## src/rtl/dff_bank_arbiter.sv

```systemverilog
// dff_bank_arbiter: round-robin arbiter sharing one WIDTH-bit register among NREQ requesters, with lock
module dff_bank_arbiter #(
  parameter int NREQ  = 4,
  parameter int WIDTH = 8
) (
  input  logic                       clk,
  input  logic                       rst,
  input  logic [NREQ-1:0]            req,
  input  logic [NREQ-1:0]            lock,
  input  logic [NREQ*WIDTH-1:0]      wdata,
  output logic [NREQ-1:0]            gnt,
  output logic [$clog2(NREQ)-1:0]    owner,
  output logic [WIDTH-1:0]           q,
  output logic                       q_valid
);
  localparam int IW = $clog2(NREQ);
  typedef enum logic {ARB, LOCKED} state_t;
  state_t            state_q;
  logic [IW-1:0]     ptr_q, owner_q, win_d;
  logic [NREQ-1:0]   gnt_q;
  logic [WIDTH-1:0]  data_q, lane_w, lane_o;
  logic              valid_q;
  // descending scan so the smallest offset from ptr wins
  always_comb begin
    win_d = ptr_q;
    for (int k = NREQ - 1; k >= 0; k--)
      if (req[(int'(ptr_q) + k) % NREQ]) win_d = IW'((int'(ptr_q) + k) % NREQ);
  end
  assign lane_w  = wdata[int'(win_d)*WIDTH +: WIDTH];
  assign lane_o  = wdata[int'(owner_q)*WIDTH +: WIDTH];
  assign gnt     = gnt_q;
  assign owner   = owner_q;
  assign q       = data_q;
  assign q_valid = valid_q;
  always_ff @(posedge clk or posedge rst) begin
    if (rst) begin
      state_q <= ARB;
      ptr_q   <= '0;
      owner_q <= '0;
      gnt_q   <= '0;
      data_q  <= '0;
      valid_q <= 1'b0;
    end else if (state_q == ARB) begin
      if (|req) begin
        gnt_q   <= NREQ'(1) << win_d;
        owner_q <= win_d;
        data_q  <= lane_w;
        valid_q <= 1'b1;
        ptr_q   <= (win_d == IW'(NREQ - 1)) ? '0 : win_d + 1'b1;
        state_q <= lock[win_d] ? LOCKED : ARB;
      end else begin
        gnt_q   <= '0;
        valid_q <= 1'b0;
      end
    end else begin
      gnt_q   <= req[owner_q] ? NREQ'(1) << owner_q : '0;
      valid_q <= req[owner_q];
      if (req[owner_q]) data_q <= lane_o;
      state_q <= (req[owner_q] && lock[owner_q]) ? LOCKED : ARB;
    end
  end
endmodule

```

## config.mk

```make
export PLATFORM = sky130hd
export DESIGN_NAME = dff_bank_arbiter
export DESIGN_NICKNAME = d
export VERILOG_FILES = /design/src/rtl/dff_bank_arbiter.sv
export SDC_FILE = /design/constraint.sdc
export NUM_CORES = 1
export LEC_CHECK = 0
export BUFFER_PORTS_ARGS = -buffer_cell sky130_fd_sc_hd__buf_4
export CORE_MARGIN = 10
export CORE_UTILIZATION = 37
export CTS_BUF_LIST = sky130_fd_sc_hd__clkbuf_16
export DETAILED_ROUTE_END_ITERATION = 10
export PLACE_DENSITY = 0.67
export SLEW_MARGIN = 20
export SYNTH_ARGS = -nofsm -noshare
export SYNTH_HDL_FRONTEND = slang
export SYNTH_SLANG_ARGS = --single-unit
```

## constraint.sdc

```tcl
create_clock -name clk -period 1.8 [get_ports clk]
set_input_delay 0.18 -clock clk [delete_from_list [all_inputs] [get_ports clk]]
set_output_delay 0.18 -clock clk [all_outputs]
set_load 0.005 [all_outputs]
```

==> metrics, run 1 <==
Ys Warns=0; highest clock rate=0.576 GHz; top_reg_cell synth=dfrtp_1; vias in the first global route=1456; asr flop ratio synth=100%; number of hold buffers added after CTS=0; Distinct cells, synth=35; DRC viols=0; Worst VDD drop=0.727 mV; final setup vio count=0; Fin Hold WS=56.4 ps; most instantiated cells after synthesis=dfrtp_1 (18), nand2_1 (17), o211ai_1 (15); Post-synth EDFFs=0; Avg Cell Area, Syn=9.72 µm²; grt ovf=0; CP top delay family=compound AO/OA/AOI/OAI gates; Max-cap violations=0; pin count of the biggest net entering global routing=23; DR pass1 iterations=4; effective utilization at floorplan=39.0%; Slew @ Worst Pin=722 ps; top-count cell post-synth=dfrtp_1; Post-Syn Nets=182; Layout Nets=254; CTS H-tree depth=1; pre-CTS WS=-68.1 ps; GRT Util Overall=13.2%; Clock Tree Buf Depth=2; clk_skew=2.34 ps; Slowest-stage cell, CP=dfrtp_2; wire per inst=17.2 µm; DR vias/cell=5.43; initial antenna violation count=0; Seq/Total Area, Yosys=34.1%; RePlAce Congestion=0.825; Buffers & Inverters on Critical Path=2; top-area cell type share of the netlist area=34.1%; slowest stage delay, CP=440 ps; CTS Buf Count=3; Cell Area, Synth=1320 µm²; period utilization=96.5%; Required @ worst endpoint=1930 ps; Final ANT Viol Nets=0; Leak=0.000923 µW; crit end category=flop; chip height=79.8 µm; Ports=57; HPWL Detailed=3.20 mm; crit path max fanout=7; port bufs=56; initial DRC count=70; status=finished clean; synth top area cells=dfrtp_1 (34%), o211ai_1 (8.5%), buf_6 (5.1%); Antenna diodes=0; CTS tree=yes; min Tclk post-route=1740 ps; #FFs+latches synth=18; Worst slew margin=51.8%; startpoint types=flop; Die ar.=6360 µm²; Pins Over Slew Limit=0; core area=3390 µm²; Die X=79.8 µm; layout cells sized above 1=46.6%; final worst slack=63.0 ps; Vias=1369; CTS Root Cell=clkbuf_16; fin util=58.5%; pwr dens=1720 nW/µm²; Final Hold Fails=0; Clk Latency, worst-skew pair=250 ps; Rows=21; Worst Path Arrival=1870 ps; Area Overhead vs Synth=50.1%; Synth Instances=136; Synth area leader=dfrtp_1; CP Cell Sequence=nand2_1, a21oi_2, o211ai_4, clkbuf_2, inv_1, ha_1, a32o_1; Reg2Reg Setup Slack=60 ps; Crit Path Class=flop to flop; Reg clk slew, reported paths=50 ps; clock sink count=18; global-route wire length before repair=6.87 mm; worst hold path class=input pin to async pin; drt total wl=4.34 mm
## worst paths after layout
check,startpoint,to,cells after the start
min in group clk,wdata[11],q[3],3
hold / removal,rst,q_valid,2
max in group asynchronous,rst,ptr_q[1],2
setup reg to reg,ptr_q[1],gnt[3],7
setup / recovery,ptr_q[1],gnt[3],7
hold reg to reg,ptr_q[1],ptr_q[1],2
## routing by layer
metal | vias to the layer above | track usage, % | wire length [µm]
li1 | 659 | - | -
met1 | 656 | 15.8 | 1920
met2 | 52 | 21.3 | 2080
met3 | 2 | 4.95 | 316
met4 | 0 | 4.40 | 22
met5 | - | 0 | 0
## power breakdown
| group | total, µW | switching [µW] | internal [µW] |
|---|---|---|---|
| clock | 446 | 153 | 292 |
| sequential | 788 | 172 | 616 |
| combinational | 2170 | 1050 | 1120 |
## layout by cell type (no fill, tap or decap), types with 2 or more instances in the layout
cell type / instances
buf_4: 70
dfrtp_1: 17
nand2_1: 16
o211ai_1: 15
a21oi_1: 12
o21ai_0: 10
a32oi_1: 7
inv_1: 6
nor2_1: 4
a32o_1: 4
ha_1: 4
a21oi_2: 3
clkbuf_16: 3
a21o_1: 2
mux2_4: 2
and2b_1: 2
o21ai_2: 2
mux2i_1: 2
nand3_1: 2
buf_12: 2
## metrics by stage
step	cells	TNS (ps)	area, µm²	total power (µW)
6_report	252	0	1980	3400
5_1_grt	252	-25.9	1980	3670
4_1_cts	243	0	1890	3240
3_5_place_dp	238	-347	1790	2690
3_3_place_gp	238	0	1790	2630
2_1_floorplan	136	0	1320	2060
## area by class of cell
cell class | instances | area, µm²
Clock buffer | 3 | 75.1
Fill cell | 283 | 1410
Inverter | 6 | 22.5
Multi-Input combinational cell | 105 | 795
Sequential cell | 18 | 452
Tap cell | 46 | 57.6
Timing Repair Buffer | 74 | 582
## worst reg2reg max path: stages (launching register included)
cell	delay [ps]
dfrtp_2	440
nand2_1	90
a21oi_2	80
o211ai_4	290
clkbuf_2	230
inv_1	80
ha_1	200
a32o_1	210
## what timing repair did
item                                    CTS  global route
endpoints found under the setup margin    7            10
pin swaps                                 1             3
gates resized for setup                   0             8
buffers inserted                          2             9
## logic make-up (layout without fill, tap and decap cells)
family | Yosys count | count (layout) | synth area share (%)
AO/OA/AOI/OAI | 64 | 64 | 37.8
adder cells (fa/ha/maj) | 4 | 4 | 3.79
buffers and inverters | 13 | 83 | 7.39
flip-flops | 18 | 18 | 34.1
multiplexers | 6 | 6 | 5.78
AND/OR/NAND/NOR | 31 | 31 | 11.2
## state kept, by name (all words and copies together), names as in the netlist
signal / flops
state_q: 1
ptr_q: 2
q: 8
q_valid: 1
gnt: 4
owner: 2
Power figures use the tool's default switching activity.
==> run 2: changes to the inputs <==
--- a/config.mk
+++ b/config.mk
@@ -7,10 +7,11 @@
 export LEC_CHECK = 0
 export BUFFER_PORTS_ARGS = -buffer_cell sky130_fd_sc_hd__buf_4
 export CORE_MARGIN = 10
-export CORE_UTILIZATION = 37
+export CORE_UTILIZATION = 40
 export CTS_BUF_LIST = sky130_fd_sc_hd__clkbuf_16
+export CTS_CLUSTER_SIZE = 14
 export DETAILED_ROUTE_END_ITERATION = 10
-export PLACE_DENSITY = 0.67
+export PLACE_DENSITY = 0.72
 export SLEW_MARGIN = 20
 export SYNTH_ARGS = -nofsm -noshare
 export SYNTH_HDL_FRONTEND = slang
==> run 2 against run 1 <==
Compared with the run above: final cell count down 3.2%; register-to-register slack better by 20 ps; non-clock buffer count down 8; clock power up 3%; utilization up 3.9 points; sequential power about the same; via count down 0.22%; critical path depth unchanged; cell area down 2.3%; first-iteration DRC count up 74%; power down 2.4%; critical endpoint is now state_q; largest power group unchanged.
==> metrics, run 2 (synthesized netlist as in run 1, its figures left out) <==
GRT Util Overall=12.8% (-0.40 points); clock share of power=13.9% (+0.8 points); Fin Hold WS=41.8 ps (-14.6 ps); CTS Root Cell=clkbuf_16; Worst slew margin=52.7% (+0.90 points); global-route wire length before repair=6.47 mm (-5.8%); worst hold path class=input pin to async pin; grt ovf=0 (unchanged); Die X=77.5 µm (-2.9%); fin util=62.4% (+3.9 points); Rows=20 (-4.8%); DR pass1 iterations=4 (unchanged); sequential share of power=23.6% (+0.4 points); clk_skew=1.37 ps (-0.971 ps); Vias=1366 (-0.22%); DR vias/cell=5.60 (+3.1%); DRC viols=0 (unchanged); RePlAce Congestion=0.849 (+3.0%); Leak=0.000883 µW (-4.3%); Ports=57 (unchanged); Clk Latency, worst-skew pair=250 ps (about the same); Reg clk slew, reported paths=50 ps (about the same); CTS H-tree depth=1 (unchanged); most frequent cells in the layout=buf_4 (64), dfrtp_1 (17), nand2_1 (16), o211ai_1 (15), a21oi_1 (12); Antenna diodes=0 (unchanged); Required @ worst endpoint=1930 ps (about the same); combinational share of power=62.5% (-1.2 points); cell area after layout=1940 µm² (-2.3%); Max-cap violations=0 (unchanged); Layout Nets=247 (-2.8%); clock sink count=18 (unchanged); Worst Path Arrival=1850 ps (-20 ps); Pwr Total=3320 µW (-2.4%); layout cells sized above 1=44.0% (-2.6 points); max reg flops=8 (unchanged); core area=3100 µm² (-8.5%); commonest non-fill, non-tap cell in the layout=buf_4; wire per inst=17.0 µm (-1.5%); Slowest-stage cell, CP=dfrtp_2; final setup vio count=0 (unchanged); pin count of the biggest net entering global routing=23 (unchanged); Clock Tree Buf Depth=2 (unchanged); Buffers & Inverters on Critical Path=1 (-1); CP Cell Sequence=nand2_1, a21oi_2, o211ai_4, buf_4, mux2_2, nand3_1, o211ai_1; port bufs=56 (unchanged); Area Overhead vs Synth=46.6%; CP top delay family=compound AO/OA/AOI/OAI gates; vias in the first global route=1387 (-4.7%); Area after DPL=1790 µm² (+0.14%); CTS tree=yes; drt total wl=4.14 mm (-4.6%); CTS Buf Count=3 (unchanged); pwr dens=1720 nW/µm² (about the same); period utilization=95.2% (-1.3 points); crit path max fanout=7 (unchanged); startpoint types=flop; min Tclk post-route=1710 ps (-22.8 ps); effective utilization at floorplan=42.6% (+3.6 points); switching power=1380 µW (+0.45%); internal power component=1940 µW (-4.3%); Final Hold Fails=0 (unchanged); chip height=77.5 µm (-2.9%); HPWL Detailed=3.05 mm (-4.9%); Final ANT Viol Nets=0 (unchanged); Crit Path Class=flop to flop; status=finished clean; Worst VDD drop=0.796 mV (+9.5%); Switching Share=41.6% (+1.2 points); highest clock rate=0.583 GHz (+1.3%); Slew @ Worst Pin=708 ps (-13.5 ps); slowest stage delay, CP=450 ps (about the same); initial DRC count=122 (+74%); Die ar.=6000 µm² (-5.6%); crit end category=flop; Pins Over Slew Limit=0 (unchanged); RSZ-0062 raised after global routing=true; initial antenna violation count=0 (unchanged)
run 2: cell count changes in the layout (fill, tap and decap cells not counted), moves of 2 or more:
cell	delta
mux2_2	+2
buf_4	-6
mux2_4	-2
o21ai_1	+6
o21ai_0	-6
run 2: layer usage:
layer / GRT usage, % / part of all wire [%] / vias up
li1: - / - / 656
met1: 15.6 / 44 / 630
met2: 20.2 / 46 / 71
met3: 4.84 / 8.3 / 9
met4: 4.74 / 2.6 / 0
met5: 0 / 0 / -
run 2: repair_timing:
| item | CTS | global route |
|---|---|---|
| setup buffers | 0 | 4 |
| cloned | 0 | 1 |
| pin swaps | 0 | 8 |
| setup endpoints to repair | 7 | 11 |
| resized for setup | 1 | 11 |
| hold buffers | 0 | 0 |
run 2: metrics by stage:
step | setup TNS (ps) | cells | setup WS [ps]
after floorplan | 0 | 136 | 66.0
after global placement | 0 | 235 | 62.3
after detailed placement | -319 | 235 | -84.0
after CTS | 0 | 239 | 13.0
after global routing | -132 | 244 | -40.8
final | 0 | 244 | 85.8
run 2: power groups by stage:
stage	Combinational, µW	Clock, µW	Sequential, µW
after detailed placement	1940	0	776
after global routing	2300	480	816
after global placement	1890	0	773
after floorplan	1290	0	770
after CTS	1960	468	776
final	2080	461	785
run 2: layout make-up:
| class | instances | area [µm²] |
|---|---|---|
| well taps | 44 | 55.1 |
| repair buffers | 66 | 520 |
| flip-flops and latches | 18 | 452 |
| inverters | 6 | 22.5 |
| clock inverters | 1 | 3.75 |
| clock buffers | 3 | 75.1 |
| fillers | 281 | 1170 |
| multi-input cells | 106 | 808 |
run 2: path summary, 6_finish.rpt:
path,startpoint,to,slack [ps],depth (start not counted)
setup / recovery,ptr_q[1],state_q,90,7
hold / removal,rst,ptr_q[0],40,2
setup reg to reg,ptr_q[1],state_q,90,7
hold reg to reg,owner[0],owner[0],580,1
max in group asynchronous,rst,ptr_q[1],1270,2
min in group clk,wdata[15],q[7],160,3
